==> config.mk <==
export PLATFORM = sky130hd
export DESIGN_NAME = store_narrow_unit_flat
export DESIGN_NICKNAME = d
export VERILOG_FILES = /design/src/rtl/store_pkg.sv /design/src/rtl/store_narrow_unit_if.sv /design/src/rtl/store_lane_align.sv /design/src/rtl/store_narrow_unit.sv /design/src/flat_wrapper.sv
export SDC_FILE = /design/constraint.sdc
export NUM_CORES = 1
export LEC_CHECK = 0
export BUFFER_PORTS_ARGS = -buffer_cell sky130_fd_sc_hd__buf_2
export CORE_UTILIZATION = 45
export DETAILED_ROUTE_END_ITERATION = 10
export HOLD_SLACK_MARGIN = 0.12
export PLACE_DENSITY = 0.68
export SYNTH_ARGS = -nofsm -noshare
export SYNTH_HDL_FRONTEND = slang
export SYNTH_SLANG_ARGS = --single-unit
==> constraint.sdc <==
create_clock -name clk -period 3 [get_ports clk]
set_clock_uncertainty 0.1 [all_clocks]
set_input_delay 0.3 -clock clk [delete_from_list [all_inputs] [get_ports clk]]
set_output_delay 0.3 -clock clk [all_outputs]
set_load 0.01 [all_outputs]
==> src/rtl/store_pkg.sv <==
// Shared definitions for the store narrowing path: size encodings, FSM states
// and the byte-count mask helper.
package store_pkg;

  localparam logic [1:0] SZ_BYTE = 2'b00;
  localparam logic [1:0] SZ_HALF = 2'b01;
  localparam logic [1:0] SZ_WORD = 2'b10;

  typedef enum logic [1:0] {
    IDLE  = 2'd0,
    BEAT1 = 2'd1,
    BEAT2 = 2'd2
  } state_e;

  // Low-aligned byte mask for a store size; the illegal size maps to no bytes.
  function automatic logic [3:0] size_mask(input logic [1:0] size);
    case (size)
      SZ_BYTE: return 4'b0001;
      SZ_HALF: return 4'b0011;
      SZ_WORD: return 4'b1111;
      default: return 4'b0000;
    endcase
  endfunction

endpackage

==> src/rtl/store_narrow_unit_if.sv <==
// Request and memory-write handshake bundle for store_narrow_unit.
// The slave modport is the unit's view; master is the surrounding pipeline/memory.
interface store_narrow_unit_if #(
  parameter int ADDR_W = 32
);
  logic              req_valid;
  logic              req_ready;
  logic [ADDR_W-1:0] req_addr;
  logic [31:0]       req_data;
  logic [1:0]        req_size;
  logic              mem_valid;
  logic              mem_ready;
  logic [ADDR_W-1:0] mem_addr;
  logic [31:0]       mem_wdata;
  logic [3:0]        mem_be;
  logic              err;
  logic              busy;

  modport master (
    output req_valid, req_addr, req_data, req_size, mem_ready,
    input  req_ready, mem_valid, mem_addr, mem_wdata, mem_be, err, busy
  );

  modport slave (
    input  req_valid, req_addr, req_data, req_size, mem_ready,
    output req_ready, mem_valid, mem_addr, mem_wdata, mem_be, err, busy
  );
endinterface

==> src/rtl/store_lane_align.sv <==
// Places the low 1/2/4 bytes of a store on little-endian byte lanes. The
// shifted value spans two words; beat_sel picks the low (first) or high word.
module store_lane_align
  import store_pkg::*;
(
  input  logic [31:0] data,
  input  logic [1:0]  offset,
  input  logic [1:0]  size,
  input  logic        beat_sel,
  output logic [31:0] wdata,
  output logic [3:0]  be,
  output logic        split
);

  logic [3:0]  mask;
  logic [31:0] lane_keep;
  logic [7:0]  be_wide;
  logic [63:0] data_wide;

  always_comb begin
    mask      = size_mask(size);
    // Bytes above the store size are cleared so unused lanes carry zero.
    lane_keep = {{8{mask[3]}}, {8{mask[2]}}, {8{mask[1]}}, {8{mask[0]}}};
    be_wide   = {4'b0000, mask} << offset;
    data_wide = {32'h0, data & lane_keep} << {offset, 3'b000};
    split     = |be_wide[7:4];
    wdata     = beat_sel ? data_wide[63:32] : data_wide[31:0];
    be        = beat_sel ? be_wide[7:4]     : be_wide[3:0];
  end

endmodule

==> src/rtl/store_narrow_unit.sv <==
// Store narrowing unit: registers a store request, then issues one or two
// word-aligned write beats with lane-placed data and byte enables.
module store_narrow_unit
  import store_pkg::*;
#(
  parameter int ADDR_W = 32
) (
  input  logic               clk,
  input  logic               rst_n,
  store_narrow_unit_if.slave bus
);

  state_e            state_q, state_d;
  logic [31:0]       data_q, data_d;
  logic [1:0]        off_q, off_d;
  logic [1:0]        size_q, size_d;
  logic              split_q, split_d;
  logic              mem_valid_q, mem_valid_d;
  logic [ADDR_W-1:0] mem_addr_q, mem_addr_d;
  logic [31:0]       mem_wdata_q, mem_wdata_d;
  logic [3:0]        mem_be_q, mem_be_d;
  logic              err_q, err_d;
  logic              busy_q, busy_d;
  logic              req_ready_q, req_ready_d;

  logic              idle;
  logic              accept;
  logic [31:0]       al_wdata;
  logic [3:0]        al_be;
  logic              al_split;

  assign idle   = (state_q == IDLE);
  assign accept = bus.req_valid && req_ready_q;

  // One aligner serves both beats: in IDLE it sees the live request (beat 1),
  // afterwards the captured request (beat 2).
  store_lane_align u_align (
    .data     (idle ? bus.req_data      : data_q),
    .offset   (idle ? bus.req_addr[1:0] : off_q),
    .size     (idle ? bus.req_size      : size_q),
    .beat_sel (!idle),
    .wdata    (al_wdata),
    .be       (al_be),
    .split    (al_split)
  );

  always_comb begin
    // NOTE: every _d starts from its _q (or a pulse default) so no path leaves
    // a signal unassigned, which would otherwise infer a latch.
    state_d     = state_q;
    data_d      = data_q;
    off_d       = off_q;
    size_d      = size_q;
    split_d     = split_q;
    mem_valid_d = mem_valid_q;
    mem_addr_d  = mem_addr_q;
    mem_wdata_d = mem_wdata_q;
    mem_be_d    = mem_be_q;
    err_d       = 1'b0;

    case (state_q)
      IDLE: begin
        if (accept) begin
          if (size_mask(bus.req_size) == 4'b0000) begin
            err_d = 1'b1;
          end else begin
            state_d     = BEAT1;
            data_d      = bus.req_data;
            off_d       = bus.req_addr[1:0];
            size_d      = bus.req_size;
            split_d     = al_split;
            mem_valid_d = 1'b1;
            mem_addr_d  = {bus.req_addr[ADDR_W-1:2], 2'b00};
            mem_wdata_d = al_wdata;
            mem_be_d    = al_be;
          end
        end
      end
      BEAT1: begin
        if (bus.mem_ready) begin
          if (split_q) begin
            state_d     = BEAT2;
            mem_addr_d  = mem_addr_q + ADDR_W'(4);
            mem_wdata_d = al_wdata;
            mem_be_d    = al_be;
          end else begin
            state_d     = IDLE;
            mem_valid_d = 1'b0;
          end
        end
      end
      BEAT2: begin
        if (bus.mem_ready) begin
          state_d     = IDLE;
          mem_valid_d = 1'b0;
        end
      end
      default: begin
        state_d     = IDLE;
        mem_valid_d = 1'b0;
      end
    endcase

    req_ready_d = (state_d == IDLE);
    busy_d      = (state_d != IDLE);
  end

  // NOTE: sequential state uses non-blocking assignments so every flop samples
  // pre-edge values regardless of block ordering.
  always_ff @(posedge clk or negedge rst_n) begin
    if (!rst_n) begin
      state_q     <= IDLE;
      data_q      <= '0;
      off_q       <= '0;
      size_q      <= '0;
      split_q     <= 1'b0;
      mem_valid_q <= 1'b0;
      mem_addr_q  <= '0;
      mem_wdata_q <= '0;
      mem_be_q    <= '0;
      err_q       <= 1'b0;
      busy_q      <= 1'b0;
      req_ready_q <= 1'b1;
    end else begin
      state_q     <= state_d;
      data_q      <= data_d;
      off_q       <= off_d;
      size_q      <= size_d;
      split_q     <= split_d;
      mem_valid_q <= mem_valid_d;
      mem_addr_q  <= mem_addr_d;
      mem_wdata_q <= mem_wdata_d;
      mem_be_q    <= mem_be_d;
      err_q       <= err_d;
      busy_q      <= busy_d;
      req_ready_q <= req_ready_d;
    end
  end

  assign bus.req_ready = req_ready_q;
  assign bus.mem_valid = mem_valid_q;
  assign bus.mem_addr  = mem_addr_q;
  assign bus.mem_wdata = mem_wdata_q;
  assign bus.mem_be    = mem_be_q;
  assign bus.err       = err_q;
  assign bus.busy      = busy_q;

endmodule

==> src/flat_wrapper.sv <==
// flat-port wrapper written by rule: the top's interface ports become plain ports
module store_narrow_unit_flat import store_pkg::*;
#(
  parameter int ADDR_W = 32
)
  (clk, rst_n, bus_req_valid, bus_req_addr, bus_req_data, bus_req_size, bus_mem_ready, bus_req_ready, bus_mem_valid, bus_mem_addr, bus_mem_wdata, bus_mem_be, bus_err, bus_busy);
  store_narrow_unit_if #(.ADDR_W(ADDR_W)) bus_i ();
  input  logic clk;
  input  logic rst_n;
  input wire logic [$bits(bus_i.req_valid)-1:0] bus_req_valid;
  input wire logic [$bits(bus_i.req_addr)-1:0] bus_req_addr;
  input wire logic [$bits(bus_i.req_data)-1:0] bus_req_data;
  input wire logic [$bits(bus_i.req_size)-1:0] bus_req_size;
  input wire logic [$bits(bus_i.mem_ready)-1:0] bus_mem_ready;
  output wire logic [$bits(bus_i.req_ready)-1:0] bus_req_ready;
  output wire logic [$bits(bus_i.mem_valid)-1:0] bus_mem_valid;
  output wire logic [$bits(bus_i.mem_addr)-1:0] bus_mem_addr;
  output wire logic [$bits(bus_i.mem_wdata)-1:0] bus_mem_wdata;
  output wire logic [$bits(bus_i.mem_be)-1:0] bus_mem_be;
  output wire logic [$bits(bus_i.err)-1:0] bus_err;
  output wire logic [$bits(bus_i.busy)-1:0] bus_busy;
  assign bus_i.req_valid = bus_req_valid;
  assign bus_i.req_addr = bus_req_addr;
  assign bus_i.req_data = bus_req_data;
  assign bus_i.req_size = bus_req_size;
  assign bus_i.mem_ready = bus_mem_ready;
  assign bus_req_ready = bus_i.req_ready;
  assign bus_mem_valid = bus_i.mem_valid;
  assign bus_mem_addr = bus_i.mem_addr;
  assign bus_mem_wdata = bus_i.mem_wdata;
  assign bus_mem_be = bus_i.mem_be;
  assign bus_err = bus_i.err;
  assign bus_busy = bus_i.busy;
  store_narrow_unit #(.ADDR_W(ADDR_W)) u_core (.clk(clk), .rst_n(rst_n), .bus(bus_i));
endmodule
==> metrics.md <==
| Metric | Value |
|---|---|
| Outcome | completed |
| Vias | 7190 |
| Max frequency | 0.3878 GHz |
| DP Area | 7781 um^2 |
| PD cells | 1112 nW/um^2 |
| Unrepaired setup endpoints after global routing | false |
| Crit Path Category | reg2reg |
| Die area | 15980 um^2 |
| Final nets | 1036 |
| DRC | 0 |
| WL final | 24310 um |
| Commonest non-fill, non-tap cell in the layout | nand2_1 |
| Req. time, crit path | 3.15 ns |
| Rel. slew slack | 36.16% |
| Commonest non-fill, non-tap cells in the layout | nand2_1 (178), buf_2 (138), dfrtp_1 (108), a21oi_1 (41), dlygate4sd3_1 (40) |
| Syn Inst Count | 820 |
| Final hold viol count | 0 |
| Largest net degree at the start of global routing | 62 |
| Resize count post-CTS | 0 |
| Critical path startpoint | u_core.state_q[1]$_DFF_PN0_ |
| Hold Buf Count CTS | 40 |
| Die H | 126.4 um |
| CTS tree | built |
| Crit path max fanout | 38 |
| CP Capture Type | flop |
| Clock sinks | 109 |
| Worst-margin pin slew | 0.9540 ns |
| Gate power share | 56.4% |
| Distinct cell type count after synthesis | 64 |
| Met1 usage in global routing | 41.66% |
| Layout Area Growth over Synthesis | 21.79% |
| Hold Crit Start | bus_req_addr[8] |
| DRT iter0 DRCs | 756 |
| Cell family with most CP delay | buffers and inverters |
| Met2 GRT Util | 50.15% |
| ANT nets after route | 0 |
| Avg Cell Area, Syn | 8.496 um^2 |
| Routed len/inst | 21.05 um |
| I/O Pins | 142 |
| Worst R2R Start | u_core.state_q[1]$_DFF_PN0_ |
| Peak VDD IR | 0.6795 mV |
| Setup_tns | 0 ns |
| Slowest Stage Delay on Critical Path | 0.37 ns |
| Net Sw Power | 4.634 mW |
| Slowest CP cell | buf_4 |
| Share of cells above drive strength 1 | 21.92% |
| Pre-antenna DRT Iters | 6 |
| Post-route cell area | 8484 um^2 |
| #FFs+latches synth | 109 |
| Cell Int Power | 4.799 mW |
| Initial antenna violation count | 0 |
| Global-route wire length before repair | 38050 um |
| Final min period | 2.578 ns |
| H-tree Lvls | 3 |
| Main flop type after synthesis | dfrtp_1 |
| Met3 Track Usage GR | 5.146% |
| Synth area leader | dfrtp_1 |
| Power share of the clock group | 13.3% |
| Sequential fraction of the synthesis area | 39.17% |
| Max-cap violations | 0 |
| Site Rows | 45 |
| Tcrit/Tclk final | 85.95% |
| EDFF count, synth | 0 |
| Clock Latency Late Sink | 0.36 ns |
| Final Worst Setup Slack | 0.4216 ns |
| FFs w/ async S/R, synth | 100.0% |
| Port Buffers | 139 |
| Reg power frac | 30.3% |
| Endpoints failing setup | 0 |
| Placed Cells | 1099 |
| DR vias/cell | 6.225 |
| Diode count | 0 |
| Util after Layout | 56.02% |
| CP startpoint kind | flop |
| Final Max Slew Viols | 0 |
| Final Wtd Congestion | 0.9316 |
| CTS buffer count | 9 |
| CTS Buffer Depth | 2 |
| Syn Std Cell Area | 6967 um^2 |
| Post-DP HPWL | 17000 um |
| Initial core utilization | 46.00% |
| Fin cells | 1155 |
| Sw Share | 49.12% |
| CP bufs+invs | 2 |
| Crit-path cells | buf_4, nor2_2, nand2_1, nand2_1, ha_1, clkinv_1, a22oi_2, o22ai_1, a211o_1 |
| GR peak layer | met2 |
| Clock root buffer | clkbuf_16 |
| Leakage | 3.967 nW |
| Core ar. | 15150 um^2 |
| Clock Pin Slew Worst Setup and Hold Paths | 0.07 ns |
| Worst slack, placed | 0.4798 ns |
| Hold Path Class | in2reg |
| Synth area leaders | dfrtp_1 (39%), nand2_1 (9.6%), mux2i_1 (3.4%), a21oi_1 (2.9%), and3_1 (2.4%) |
| Total congestion overflow | 0 |
| GRT Resource Usage Total | 30.96% |
| Critical path's most frequent cell | nand2_1 |
| Synth top area share | 38.79% |
| Vias in the first global route | 6711 |
| Synth warn | 0 |
| Setup Buffers After CTS | 0 |
| Worst EP arrival | 2.73 ns |
| Die width | 126.4 um |
## final cells by class
class / count / area [um^2]
fillers: 1382 / 6661
multi-input cells: 629 / 3865
well taps: 188 / 235.2
clock inverters: 5 / 60.06
repair buffers: 206 / 1326
flip-flops and latches: 109 / 2729
clock buffers: 11 / 242.7
inverters: 7 / 26.28
## cells in the mapped netlist, drive strengths merged, types with 2 or more instances
master,number
nor4bb,6
a22oi,26
inv,5
o21ai,38
o2bb2ai,2
nand3b,3
o22a,12
o21a,15
nor4,3
o211ai,9
a21oi,41
buf,43
nor3b,9
nand2,178
nor4b,14
o22ai,17
and3,27
a221o,8
clkinv,2
nand3,29
clkbuf,33
ha,4
a2bb2oi,13
and4,2
nor2,39
mux2i,25
o221ai,9
nor2b,2
dfrtp,108
and2,3
or3,2
nor3,11
a31oi,20
a31o,16
o32a,8
nand2b,4
a211o,8
nand4,14
## power groups by stage
stage                     Sequential [mW]  Clock, mW  Combinational (mW)
final                                2.86       1.25                5.32
after global routing                 2.94       1.32                5.76
after CTS                            2.84       1.27                5.24
after detailed placement             2.85          0                5.19
after global placement               2.86          0                5.13
after floorplan                      2.80          0                3.55
## state kept, by name, indices dropped and copies added, names as in the netlist, 2 cells and up
signal	count
u_core.off_q	2
u_core.data_q	32
u_core.bus.mem_wdata	32
u_core.bus.mem_be	4
u_core.bus.mem_addr	30
u_core.size_q	2
u_core.state_q	2
## logic make-up after synthesis
group           count (synthesis)  share of synthesized area, %
compound gates                248                         25.63
fa+ha+maj                       4                        0.7184
buf+inv                        83                         5.819
flops                         109                         39.17
mux                            26                         3.987
other cells                     1                       0.05383
simple gates                  349                         24.62
## worst paths after layout
kind / endpoint / slack, ns / cells after the start
worst max-delay path: u_core.bus.mem_wdata[2]$_DFFE_PN0P_ / 0.42 / 9
worst min-delay path: u_core.bus.mem_addr[8]$_DFFE_PN0P_ / 0.13 / 3
worst max register to register: u_core.bus.mem_wdata[2]$_DFFE_PN0P_ / 0.42 / 9
worst min register to register: u_core.bus.mem_be[3]$_DFFE_PN0P_ / 0.39 / 2
max in group asynchronous: u_core.bus.req_ready$_DFF_PN1_ / 1.60 / 3
min in group asynchronous: u_core.data_q[11]$_DFFE_PN0P_ / 0.42 / 2
## metal layers
metal	up-vias	routed length, um
met2	343	11340
li1	3318	-
met4	0	800
met1	3480	10550
met3	49	1616
met5	-	0
## worst register-to-register path, stage by stage, from the launching register on
cell and delay, ns:
dfrtp_1 0.36, buf_4 0.37, nor2_2 0.08, nand2_1 0.08
nand2_1 0.09, ha_1 0.34, clkinv_1 0.36, a22oi_2 0.31
o22ai_1 0.11, a211o_1 0.27
## stage by stage
stage               hold slack (ns)  total power [mW]
detailed placement           0.2808             8.043
global route                 0.1430             10.02
finish                       0.1315             9.433
global placement             0.2801             7.982
CTS                          0.1241             9.350
floorplan                  -0.09559             6.354
(Power assumes the default switching activity.)
